===== src/rtl/ofifo_drain.sv =====
// Moves rows from an output FIFO into psum memory, one row per WAIT/CAPTURE/WRITE pass.
// The start request latches a base address and a row count; done pulses once the last row is written.
module ofifo_drain #(
  parameter int col     = 8,
  parameter int psum_bw = 16,
  parameter int addr_bw = 11
) (
  input  logic                   clk,
  input  logic                   reset,
  input  logic                   start,
  input  logic [addr_bw-1:0]     base_addr,
  input  logic [addr_bw-1:0]     num_rows,
  input  logic                   o_valid,
  input  logic [psum_bw*col-1:0] ofifo_out,
  output logic                   rd_ofifo,
  output logic                   mem_cen,
  output logic                   mem_wen,
  output logic [addr_bw-1:0]     mem_addr,
  output logic [psum_bw*col-1:0] mem_d,
  output logic                   busy,
  output logic                   done
);

  typedef enum logic [2:0] {
    S_IDLE    = 3'd0,
    S_WAIT    = 3'd1,
    S_CAPTURE = 3'd2,
    S_WRITE   = 3'd3,
    S_FIN     = 3'd4
  } state_t;

  state_t                 state_q, state_d;
  logic [addr_bw-1:0]     addr_q, addr_d;
  logic [addr_bw-1:0]     cnt_q, cnt_d;
  logic [psum_bw*col-1:0] data_q, data_d;
  logic [addr_bw-1:0]     last_addr_q, last_addr_d;

  // State and datapath registers; reset clears everything to idle values.
  always_ff @(posedge clk or negedge reset) begin
    if (!reset) begin
      state_q     <= S_IDLE;
      addr_q      <= {addr_bw{1'b0}};
      cnt_q       <= {addr_bw{1'b0}};
      data_q      <= {(psum_bw*col){1'b0}};
      last_addr_q <= {addr_bw{1'b0}};
    end else begin
      state_q     <= state_d;
      addr_q      <= addr_d;
      cnt_q       <= cnt_d;
      data_q      <= data_d;
      last_addr_q <= last_addr_d;
    end
  end

  // data_q only changes on capture, so it already holds the last written row outside WRITE.
  assign mem_d = data_q;

  // Next-state and output decode.
  always_comb begin
    state_d     = state_q;
    addr_d      = addr_q;
    cnt_d       = cnt_q;
    data_d      = data_q;
    last_addr_d = last_addr_q;
    rd_ofifo    = 1'b0;
    mem_cen     = 1'b1;
    mem_wen     = 1'b1;
    mem_addr    = last_addr_q;
    busy        = 1'b1;
    done        = 1'b0;
    case (state_q)
      S_IDLE: begin
        busy = 1'b0;
        if (start) begin
          if (num_rows != {addr_bw{1'b0}}) begin
            addr_d  = base_addr;
            cnt_d   = num_rows;
            state_d = S_WAIT;
          end else begin
            state_d = S_FIN;
          end
        end else begin
          state_d = S_IDLE;
        end
      end
      S_WAIT: begin
        rd_ofifo = o_valid;
        if (o_valid) begin
          state_d = S_CAPTURE;
        end else begin
          state_d = S_WAIT;
        end
      end
      S_CAPTURE: begin
        data_d  = ofifo_out;
        state_d = S_WRITE;
      end
      S_WRITE: begin
        mem_cen     = 1'b0;
        mem_wen     = 1'b0;
        mem_addr    = addr_q;
        // Remember the written address so mem_addr holds it once addr_q moves on.
        last_addr_d = addr_q;
        addr_d      = addr_q + addr_bw'(1);
        cnt_d       = cnt_q - addr_bw'(1);
        if (cnt_q == addr_bw'(1)) begin
          state_d = S_FIN;
        end else begin
          state_d = S_WAIT;
        end
      end
      S_FIN: begin
        done    = 1'b1;
        state_d = S_IDLE;
      end
      default: begin
        busy    = 1'b0;
        state_d = S_IDLE;
      end
    endcase
  end

endmodule


===== config.mk =====
export PLATFORM = sky130hd
export DESIGN_NAME = ofifo_drain
export DESIGN_NICKNAME = d
export VERILOG_FILES = /design/src/rtl/ofifo_drain.sv
export SDC_FILE = /design/constraint.sdc
export NUM_CORES = 1
export LEC_CHECK = 0
export ABC_AREA = 1
export BUFFER_PORTS_ARGS = -buffer_cell sky130_fd_sc_hd__buf_2
export CORE_MARGIN = 4
export CORE_UTILIZATION = 40
export DETAILED_ROUTE_END_ITERATION = 6
export GPL_ROUTABILITY_DRIVEN = 0
export HOLD_SLACK_MARGIN = 0.08
export PLACE_DENSITY_LB_ADDON = 0.25
export REMOVE_ABC_BUFFERS = 1
export SYNTH_ARGS = -nofsm -noshare
export SYNTH_HDL_FRONTEND = slang
export SYNTH_SLANG_ARGS = --single-unit

===== constraint.sdc =====
create_clock -name clk -period 1.7 [get_ports clk]
set_input_delay 0.255 -clock clk [delete_from_list [all_inputs] [get_ports clk]]
set_output_delay 0.255 -clock clk [all_outputs]
set_load 0.005 [all_outputs]

== Yosys cells after proc, flatten, opt, wreduce, memory -nomap -nowiden ==
Cells that the tools add are included.

* Flip-flop bits (word level): 164
* Output and inout port bits: 144
* Logic and storage cells: 35
* Bits of input ports: 154

* Equality and inequality tests: 7
* Multiplexer cells: 16
* $add $sub $neg: 2
* Reductions and logical operators: 5

{| class="wikitable"
|+ Operators with widths
! kind !! count
|-
| 11-bit two-way mux || 5
|-
| 11-bit case mux with 2 select lines || 2
|-
| 3-bit case mux with 4 select lines || 1
|-
| 11-bit by 1-bit adder with 11-bit output (second input constant) || 1
|-
| 11-bit by 1-bit == test with 1-bit output (second input constant) || 1
|-
| 11-bit nonzero test || 1
|-
| 11-bit by 1-bit subtractor with 11-bit output (second input constant) || 1
|-
| 3-bit two-way mux || 3
|-
| 3-bit by 2-bit == test with 1-bit output (second input constant) || 2
|-
| 1-bit two-way mux || 4
|-
| 2-bit != test (second input constant) || 2
|-
| 4-bit OR reduction || 1
|-
| 3-bit by 1-bit == test with 1-bit output (second input constant) || 1
|-
| 3-bit == test (second input constant) || 1
|-
| 3-bit logical NOT || 1
|-
| 3-bit AND reduction || 1
|-
| 2-bit two-way mux || 1
|-
| 2-bit nonzero test || 1
|}

== Logic depth before layout (Yosys ltp) ==
Gate-level depths: netlist of run 1.

* Depth in word-level cells: 4
* Gate-level depth with buffers: 9
* Gate-level depth less buffers: 9

== Least setup slack after synthesis of run 1 ==
Ideal clock, no wire load.

* Kind: register -> output
* From: register state_q[2]
* To: output mem_addr[1]
* Stages on the path, launching flop included: 6
* Required time: 1.445 ns
* Path buffers: 2
* Arrival time: 1.199 ns
* Setup slack: 0.246 ns
* Cell sequence: dfrtp_1 inv_2 nand3_4 buf_2 buf_2 o21ai_0

* Longest elaborated chain between the ends: 2

{| class="wikitable"
|+ Ends and longest elaborated chain
! item !! line !! RTL
|-
| start, declared || 32 || <nowiki>state_t state_q, state_d;</nowiki>
|-
| start signal, assigned || 47 || <nowiki>state_q <= state_d;</nowiki>
|-
| 3-bit by 2-bit == test with 1-bit output || 71 || <nowiki>case (state_q)</nowiki>
|-
| 11-bit two-way mux || n/a ||
|-
| end, declared || 18 || <nowiki>output logic [addr_bw-1:0] mem_addr,</nowiki>
|}

Every way passes these cells.

== Worst setup path in the final report of run 1 ==
* From: register state_q[0]
* To: output mem_addr[0]

The elaborated chain is that of the path after synthesis.

==> impl_results.md, run 1 <==
* Status: finished, violations left
* Failing checks: negative setup slack
* Launching point of the worst reg2reg path: state_q[1]
* Fin nets at about 1,200
* Syn Inst Count at between 500 and 600
* Overall global routing resource usage at about 21%
* Power after layout at 21.2 mW
* Clock power frac at between 10% and 20%
* CP arrival at around 1.5 ns
* PwrDens at roughly 1800 mW/mm^2
* Clk slew on worst S/H paths at around 0.06 ns
* Worst Path Required at about 1.4 ns
* Mean Syn Cell Area at ~13 sq um
* Async SR Flop Fraction at between 90% and 100%
* CP Cell Sequence: nand3_4 -> inv_4 -> buf_6 -> nand2_4 -> o21a_1 -> buf_2
* Starting Density at between 40% and 50%
* Fin. Hold Viols at 0
* Maximum VDD drop at around 0.0012 V
* Design Area, Final at around 0.012 sq mm
* Vias at slightly above 6,000
* Dpl cell area at 0.00919 sq mm
* Number of synthesized flops with an enable pin at 0
* FP Rows at 49
* Cell family with most CP delay: flip-flops
* DRT Pass-1 Iters at 4
* Core ar. at between 0.015 and 0.02 sq mm
* Pre-CTS WS at approximately 0.17 ns
* Worst slew pin tran at ~0.39 ns
* Synth cell types at 35
* Buf/Inv on CP at 3
* PnR worst setup slack at -0.0786 ns
* Final WL at between 20 and 25 mm
* Die height at approximately 140 um
* Combinational Power Share at 47.8%
* Seq pwr share at between 30% and 40%
* Unrepaired setup endpoints after global routing: true
* Synth Cell Area at 0.00732 sq mm
* Die ar. at roughly 0.021 sq mm
* Initial antenna violation count at 0
* Max Freq at approximately 0.56 GHz
* Largest net degree at the start of global routing at 41
* Maximum capacitance violations at 0
* CP endpoint kind: primary output
* Register area share after synthesis at 56.1%
* Die W at approximately 140 um
* Setup-failing EPs final at 13
* Count leader, synth: dfrtp_1
* Average vias per placed instance at roughly 4.8
* Avg WL per Cell at approximately 18 um
* Slowest stage delay, CP at between 0.4 and 0.5 ns
* Critical Path Start Type: register
* Yosys warnings at 0
* CP max FO at 5
* Lkg Pwr at slightly above 6 nW
* H-Tree Level Count at 4
* Switching Fraction at between 30% and 40%
* Clock tree buffer depth at 2
* Yosys reg bits at about 160
* P_int at about 14 mW
* Final period utilization at 105%
* P&R area growth vs syn at 61.3%
* Dominant cell type by area after synthesis: dfrtp_1
* CP max stage cell: dfrtp_1
* Vias in the first global route at 6,395
* Crit path launch: state_q[0]
* Clock net sink count at ~160
* Clock root buffer: clkbuf_16
* PortBufs at 297
* Clk_skew at around 0.011 ns
* Period minus WS final at 1.78 ns
* Global-route wire length before repair at ~33 mm
* DRT iter0 DRCs at 166
* Drt drc at 0
* Antenna Nets Post-Route at 0
* Detailed placement HPWL at ~14 mm
* CTS tree: done
* Total clock buffers created by CTS at 17
* I/O pin count at just under 300
* Share of layout cells above drive strength 1 at 53.0%
* Most used DFF post-synth: dfrtp_1
* Hold wc startpoint: ofifo_out[118]
* Clk_lat worst skew at between 0.4 and 0.5 ns
* P_sw at between 7 and 8 mW
* Top cells by area, synth: dfrtp_1, mux2_4, mux2_2
* GRT overflow at 0
* Max-slew violations at 0
* Hold Crit Class: input pin to register
* Commonest cells in the netlist: dfrtp_1, nand2_1, mux2_4
* Max-slew headroom at 74.1%
* WS Path Type: register to primary output
* Top cell type's share of synthesized area at between 50% and 60%
## metal layers
layer,up-vias,global-route usage (%),share of wire (%)
met3,37,6.36,6.7
met1,3056,25.2,40
met4,0,7.23,2.5
met2,224,34.6,51
li1,2908,-,-
met5,-,0,0
## sequential cells by signal, indices dropped and copies added, names as in the netlist
| register | flops |
|---|---|
| state_q | 3 |
| cnt_q | 11 |
| last_addr_q | 11 |
| mem_d | 128 |
| addr_q | 11 |
## cell usage in the layout (no fill, tap or decap), drive strengths merged, types with 5 or more instances in the layout
master and n:
nand3 37, dfrtp 164, mux2 128, buf 346, nand2 102, dlygate4sd3 125, nand4 5, inv 39
or2 6, nor2 38, o21ai 23, clkbuf 28
## worst register-to-register path, delay by kind of cell (launching register included)
family        cells  cell delay [ns]
simple gates      1             0.07
buf+inv           5             0.72
mux               1             0.31
flops             1             0.43
## path summary, 6_finish.rpt
kind | to | slack (ns) | cells after the start
min reg2reg | last_addr_q[2] | 0.47 | 2
max reg2reg | mem_d[48] | 0.06 | 7
max | mem_addr[0] | -0.08 | 6
min in group asynchronous | mem_d[2] | 0.30 | 2
max in group asynchronous | mem_d[85] | 0.84 | 3
min | mem_d[118] | 0.11 | 2
## kinds of logic (layout without fill, tap and decap cells)
kind of cell             count (synthesis)  count (layout)  synth area share [%]
adder cells (fa/ha/maj)                  3               3                 0.513
other                                    0               1                     0
AND/OR/NAND/NOR                        189             191                  11.6
multiplexers                           128             128                  24.2
flip-flops                             164             164                  56.1
AO/OA/AOI/OAI                           34              34                  3.04
XOR/XNOR                                 1               1                 0.120
buffers and inverters                   57             546                  4.50
## what timing repair did
| item | 4_1_cts | 5_1_grt |
|---|---|---|
| endpoints found under the setup margin | 15 | 149 |
| gates resized for setup | 16 | 44 |
| hold endpoints to repair | 185 | 0 |
| buffers inserted | 12 | 14 |
| pin swaps | 5 | 12 |
| gates cloned | 1 | 14 |
| hold buffers | 125 | 0 |
## per-stage QoR
step	hold slack (ns)	cells	TNS (ns)	utilization [%]
global placement	0.189	1098	0	51.2
detailed placement	0.187	1098	0	51.2
finish	0.106	1297	-0.650	65.7
floorplan	-0.0406	551	-312.35	-
global route	0.0812	1296	-1.91	65.7
CTS	0.0828	1268	-2.38	62.4
## power groups by stage
| stage | logic, mW | clock network, mW | registers [mW] |
|---|---|---|---|
| finish | 10.2 | 3.92 | 7.18 |
| global route | 11.0 | 4.18 | 7.40 |
| CTS | 8.95 | 4.01 | 7.05 |
| detailed placement | 8.33 | 0 | 7.08 |
| global placement | 8.24 | 0 | 7.02 |
| floorplan | 4.86 | 0 | 7.09 |
## layout make-up
type | instances | area [sq um]
clock inverters | 14 | 168
multi-input cells | 357 | 3040
clock buffers | 18 | 429
flip-flops and latches | 164 | 4110
well taps | 229 | 287
diodes | 1 | 2.50
repair buffers | 482 | 3650
inverters | 32 | 123
fillers | 1322 | 6160
Power figures use the tool's default switching activity.
==> run 2, diff against run 1 <==
--- a/config.mk
+++ b/config.mk
@@ -8,12 +8,13 @@
 export ABC_AREA = 1
 export BUFFER_PORTS_ARGS = -buffer_cell sky130_fd_sc_hd__buf_2
 export CORE_MARGIN = 4
-export CORE_UTILIZATION = 40
+export CORE_UTILIZATION = 35
 export DETAILED_ROUTE_END_ITERATION = 6
 export GPL_ROUTABILITY_DRIVEN = 0
 export HOLD_SLACK_MARGIN = 0.08
 export PLACE_DENSITY_LB_ADDON = 0.25
 export REMOVE_ABC_BUFFERS = 1
+export SETUP_SLACK_MARGIN = 0.2
 export SYNTH_ARGS = -nofsm -noshare
 export SYNTH_HDL_FRONTEND = slang
 export SYNTH_SLANG_ARGS = --single-unit
==> impl_results.md, run 2 (synthesized netlist as in run 1, its figures left out) <==
* Status: finished, violations left
* Failing checks: negative setup slack
* Hold wc startpoint: ofifo_out[93]
* Detailed placement HPWL at 13.8 mm (-1.7%)
* Fin cells at 1,348 (+3.9%)
* Final WL at 23.6 mm (+2.2%)
* FF-to-FF path depth at 12 (+5)
* Critical Path Start Type: register
* Average vias per placed instance at 4.67 (-2.8%)
* GRT overflow at 0 (unchanged)
* CP max FO at 7 (+2)
* Clk slew on worst S/H paths at 0.07 ns (about the same)
* Worst Hold Endpoint: mem_d[93]
* Antenna Nets Post-Route at 0 (unchanged)
* Worst Path Required at 1.44 ns (about the same)
* DRT Pass-1 Iters at 4 (unchanged)
* Setup-failing EPs final at 20 (+7)
* Final period utilization at 106% (+1.5 points)
* Global-route wire length before repair at 35.8 mm (+7.4%)
* Lkg Pwr at 6.40 nW (+5.5%)
* Commonest non-fill, non-tap cells in the layout: buf_2, dfrtp_1, dlygate4sd3_1
* Clk_lat worst skew at 0.42 ns (about the same)
* Clk_skew at 0.0161 ns (+0.00507 ns)
* Die height at 153 um (+6.5%)
* WHS Path Cells at 2 (unchanged)
* P&R area growth vs syn at 69.1%
* CP endpoint kind: primary output
* Commonest non-fill, non-tap cell in the layout: buf_2
* Worst slew pin tran at 0.406 ns (+0.0192 ns)
* H-Tree Level Count at 4 (unchanged)
* Avg WL per Cell at 17.5 um (-1.6%)
* Die W at 153 um (+6.5%)
* Fill count at 1,581 (+20%)
* Max Freq at 0.554 GHz (-1.4%)
* Unrepaired setup endpoints after global routing: true
* Starting Density at 35.8% (-4.9 points)
* Drt drc at 0 (unchanged)
* Final core utilization at 60.6% (-5.1 points)
* Initial antenna violation count at 1 (+1)
* I/O pin count at 298 (unchanged)
* Maximum capacitance violations at 0 (unchanged)
* Max-slew headroom at 72.8% (-1.3 points)
* PwrDens at 1800 mW/mm^2 (-0.23%)
* Clock net sink count at 164 (unchanged)
* Core ar. at 0.0204 sq mm (+14%)
* Hold WS at 0.117 ns (+0.0102 ns)
* CP arrival at 1.55 ns (+0.03 ns)
* PortBufs at 297 (unchanged)
* DRT iter0 DRCs at 263 (+58%)
* Total clock buffers created by CTS at 17 (unchanged)
* Clock root buffer: clkbuf_16
* Pre-CTS WS at 0.0928 ns (-0.0812 ns)
* Reg2reg end: addr_q[10]
* Vias in the first global route at 6,612 (+3.4%)
* WS Path Type: register to primary output
* Overall global routing resource usage at 18.8% (-1.8 points)
* Fin nets at 1,221 (+0.83%)
* Launching point of the worst reg2reg path: state_q[2]
* Period minus WS final at 1.80 ns (+0.0258 ns)
* Largest net degree at the start of global routing at 52 (+27%)
* CTS tree: done
* Max reg flops at 128 (unchanged)
* Share of layout cells above drive strength 1 at 56.6% (+3.7 points)
* Die ar. at 0.0233 sq mm (+13%)
* PnR worst setup slack at -0.104 ns (-0.0258 ns)
* Sequential cell area at 0.00411 sq mm (about the same)
* Maximum VDD drop at 0.000786 V (-33%)
* Area of the multi-input gates at 0.00337 sq mm (+11%)
* Clock tree buffer depth at 2 (unchanged)
* FP Rows at 52 (+6.1%)
* Max-slew violations at 0 (unchanged)
* Fin. Hold Viols at 0 (unchanged)
* Vias at 6,290 (+1.0%)
* # placed instances at 1,133 (+3.2%)
* Hold Crit Class: input pin to register
* R2R Setup Slk at -0.01 ns (-0.07 ns)
[run 2: final cells by class]
type	count	share of cell area (%)
repair inverters	2	0.121
repair buffers	489	30.9
well taps	270	2.73
diodes	1	0.0202
multi-input cells	358	27.2
inverters	32	1.07
flip-flops and latches	164	33.2
clock inverters	14	1.27
clock buffers	18	3.47
[run 2: power breakdown]
| group | total (mW) | internal (mW) | switching, mW |
|---|---|---|---|
| Clock | 3.77 | 1.97 | 1.80 |
| Sequential | 7.15 | 5.91 | 1.24 |
| Combinational | 11.3 | 6.63 | 4.68 |
[run 2: per-stage QoR]
step                      total power [mW]  setup TNS, ns  cell area, sq um
after global routing                  23.5          -3.45             12400
after CTS                             21.1          -1.64             11800
after floorplan                       12.0        -312.35              7110
after detailed placement              15.3              0              9180
after global placement                15.1              0              9180
final                                 22.2          -1.22             12400
[run 2: layer usage]
layer | part of all wire [%] | vias up | global-route usage, % | wire length (um)
met1 | 41 | 3085 | 22.8 | 9640
met5 | 0 | - | 0 | 0
met3 | 5.3 | 45 | 4.40 | 1260
met4 | 2.5 | 0 | 7.04 | 597
met2 | 51 | 222 | 32.6 | 12100
li1 | - | 2938 | - | -
[run 2: repair_timing]
| action | CTS | global route |
|---|---|---|
| setup endpoints to repair | 21 | 156 |
| setup buffers | 17 | 16 |
| pin swaps | 39 | 19 |
| hold buffers | 129 | 0 |
| resized for setup | 116 | 62 |
| hold endpoints to repair | 181 | 0 |
| gates cloned | 10 | 10 |
[run 2: worst max path at each step]
stage	startpoint	to	slack, ns
floorplan	state_q[0]	mem_d[0]	-2.41
global placement	state_q[2]	mem_addr[0]	0.11
detailed placement	state_q[2]	mem_addr[0]	0.09
CTS	state_q[2]	mem_addr[6]	-0.13
global route	state_q[2]	mem_addr[7]	-0.18
finish	state_q[2]	mem_addr[3]	-0.10
[run 2: worst max-delay path, stage by stage (launching register included)]
cell	delay [ns]
dfrtp_1	0.37
inv_2	0.08
nand3_4	0.12
buf_12	0.17
buf_16	0.15
nand2_4	0.05
o21ai_2	0.05
buf_2	0.13
==> run 3, diff against run 2 <==
--- a/config.mk
+++ b/config.mk
@@ -5,7 +5,7 @@
 export SDC_FILE = /design/constraint.sdc
 export NUM_CORES = 1
 export LEC_CHECK = 0
-export ABC_AREA = 1
+export ABC_AREA = 0
 export BUFFER_PORTS_ARGS = -buffer_cell sky130_fd_sc_hd__buf_2
 export CORE_MARGIN = 4
 export CORE_UTILIZATION = 35
==> impl_results.md, run 3 <==
* Status: finished, violations left
* Failing checks: negative setup slack
* Setup-failing EPs final at 168 (+740%)
* PnR worst setup slack at -0.205 ns (-0.100 ns)
* Top cells by area, synth: dfrtp_1, mux2_2, nand2_1
* Fill count at 1,303 (-18%)
* Register area share after synthesis at 62.1% (+6.0 points)
* Combinational Power Share at 49.1% (-1.8 points)
* Clk_lat worst skew at 0.42 ns (about the same)
* Setup TNS at -20.73 ns (-19.51 ns)
* Dominant cell type by area after synthesis: dfrtp_1
* Count leader, synth: dfrtp_1
* Avg WL per Cell at 17.7 um (+1.1%)
* CP max stage cell: dfrtp_1
* CP max FO at 5 (-2)
* Clk_skew at 0.0114 ns (-0.00474 ns)
* Async SR Flop Fraction at 100% (unchanged)
* Commonest cells in the netlist: dfrtp_1, mux2_2, nand2_1
* CTS tree: done
* CP endpoint kind: primary output
* WS Path Type: register to primary output
* Starting Density at 35.5% (-0.36 points)
* Vias in the first global route at 6,623 (+0.17%)
* Number of synthesized flops with an enable pin at 0 (unchanged)
* I/O pin count at 298 (unchanged)
* P_int at 14.6 mW (+0.58%)
* GRT overflow at 0 (unchanged)
* Die W at 145 um (-4.7%)
* Final core utilization at 66.1% (+5.5 points)
* Clock tree buffer depth at 2 (unchanged)
* P_sw at 6.94 mW (-10%)
* Final WL at 22.5 mm (-4.3%)
* Worst Path Required at 1.44 ns (about the same)
* Clock root buffer: clkbuf_16
* H-Tree Level Count at 4 (unchanged)
* Hold Crit Class: input pin to register
* Global-route wire length before repair at 35.6 mm (-0.39%)
* Yosys warnings at 0 (unchanged)
* Vias at 6,121 (-2.7%)
* Syn Inst Count at 472 (-18%)
* Slowest stage delay, CP at 0.39 ns (+0.02 ns)
* Die ar. at 0.0212 sq mm (-9.2%)
* Commonest non-fill, non-tap cells in the layout: buf_2, dfrtp_1, dlygate4sd3_1
* Max Freq at 0.525 GHz (-5.3%)
* FP Rows at 50 (-3.8%)
* Mean Syn Cell Area at 14.0 sq um (+10%)
* Commonest non-fill, non-tap cell in the layout: buf_2
* DRT Pass-1 Iters at 4 (unchanged)
* Clock power frac at 18.0% (+1.0 points)
* Max-slew headroom at 67.2% (-5.6 points)
* Clk slew on worst S/H paths at 0.07 ns (about the same)
* Buf/Inv on CP at 4 (unchanged)
* Hold WS at 0.145 ns (+0.0282 ns)
* Antenna Nets Post-Route at 0 (unchanged)
* Worst slew pin tran at 0.487 ns (+0.0806 ns)
* Synth Cell Area at 0.00661 sq mm (-9.7%)
* Clock net sink count at 164 (unchanged)
* Power after layout at 21.5 mW (-3.1%)
* Yosys reg bits at 164 (unchanged)
* Detailed placement HPWL at 14.1 mm (+2.4%)
* Top cell type's share of synthesized area at 62.1% (+6.0 points)
* Synth cell types at 50 (+43%)
* Core ar. at 0.0186 sq mm (-8.7%)
* Most used DFF post-synth: dfrtp_1
* Total clock buffers created by CTS at 17 (unchanged)
* Fin nets at 1,186 (-2.9%)
* PwrDens at 1750 mW/mm^2 (-2.6%)
* Max reg flops at 128 (unchanged)
* Pre-CTS WS at -0.308 ns (-0.401 ns)
* Max-slew violations at 0 (unchanged)
* Final period utilization at 112% (+5.9 points)
* Largest net degree at the start of global routing at 46 (-12%)
* Seq pwr share at 32.8% (+0.6 points)
* PortBufs at 297 (unchanged)
* Lkg Pwr at 5.82 nW (-9.1%)
* P&R area growth vs syn at 86.3%
* Average vias per placed instance at 4.80 (+2.8%)
* Critical Path Start Type: register
* Initial antenna violation count at 0 (-1)
* CP arrival at 1.65 ns (+0.10 ns)
* Switching Fraction at 32.2% (-2.5 points)
* CP Cell Sequence: and3b_2 -> inv_4 -> buf_6 -> buf_6 -> nand2_2 -> nand2_2 -> buf_2
* Drt drc at 0 (unchanged)
* Overall global routing resource usage at 20.7% (+1.9 points)
* Fin. Hold Viols at 0 (unchanged)
* Die height at 145 um (-4.7%)
* Maximum VDD drop at 0.00104 V (+32%)
* Period minus WS final at 1.90 ns (+0.100 ns)
* DRT iter0 DRCs at 172 (-35%)
* Share of layout cells above drive strength 1 at 62.7% (+6.0 points)
* Maximum capacitance violations at 0 (unchanged)
* ANT cells at 0 (-1)
* Cell family with most CP delay: buffers and inverters
* Unrepaired setup endpoints after global routing: true
-- run 3: changes by cell type after synthesis, moves of 20 or more --
cell     previous run  this run
nor2_1             36        16
mux2_2             41       128
nand3_1            36         8
inv_1              30         6
mux2_4             87         0
nand2_1            96        40
-- run 3: cell families (layout without fill, tap and decap cells) --
logic type      Yosys count  after routing  share of synthesized area [%]
xor+xnor                  1              1                          0.132
buf+inv                  32            602                           2.52
mux                     128            128                           21.8
fa+ha+maj                 3              3                          0.568
flops                   164            164                           62.1
compound gates           41             41                           4.79
simple gates            103            103                           8.12
-- run 3: power groups by stage --
stage	clock network [mW]	registers [mW]	logic [mW]
2_1_floorplan	0	6.85	2.58
3_3_place_gp	0	6.92	6.96
3_5_place_dp	0	7.03	7.14
4_1_cts	4.00	6.98	9.83
5_1_grt	4.15	7.31	11.3
6_report	3.88	7.07	10.6
-- run 3: stage by stage --
step	instance area (sq um)	std cells
2_1_floorplan	6470	446
3_3_place_gp	8840	1034
3_5_place_dp	8840	1034
4_1_cts	11900	1264
5_1_grt	12300	1276
6_report	12300	1276
-- run 3: area by class of cell --
type                            count  area (sq um)  share of cell area (%)
Timing Repair Buffer              564          4610                    37.4
Sequential cell                   164          4100                    33.3
Multi-Input combinational cell    276          2680                    21.7
Clock buffer                       18           429                    3.48
Tap cell                          234           293                    2.38
Clock inverter                     14           178                    1.44
Inverter                            6          25.0                   0.203
-- run 3: metal layers --
layer | share of wire (%) | vias to the layer above | GRT usage, %
met5 | 0 | - | 0
met4 | 1.0 | 0 | 6.17
met3 | 6.8 | 22 | 5.73
met2 | 54 | 239 | 36.5
met1 | 39 | 3031 | 24.9
li1 | - | 2829 | -
-- run 3: repair_timing --
item,4_1_cts,5_1_grt
hold endpoints to repair,175,0
endpoints found under the setup margin,167,172
resized for setup,115,54
cloned,11,3
hold buffers,136,0
setup buffers,51,9
pin swaps,29,20
-- run 3: final timing paths --
path | from | to | slack [ns] | cells after the start
hold reg to reg | cnt_q[9] | cnt_q[9] | 0.49 | 1
min in group asynchronous | reset | cnt_q[0] | 0.33 | 2
hold / removal | base_addr[10] | addr_q[10] | 0.14 | 3
setup reg to reg | state_q[0] | mem_d[38] | -0.20 | 8
setup / recovery | state_q[2] | mem_addr[6] | -0.20 | 7
max in group asynchronous | reset | mem_d[91] | 0.77 | 3
-- run 3: worst min-delay path, cell delays in order --
cell	delay, ns
buf_2	0.11
nor2_2	0.11
nor3_1	0.05
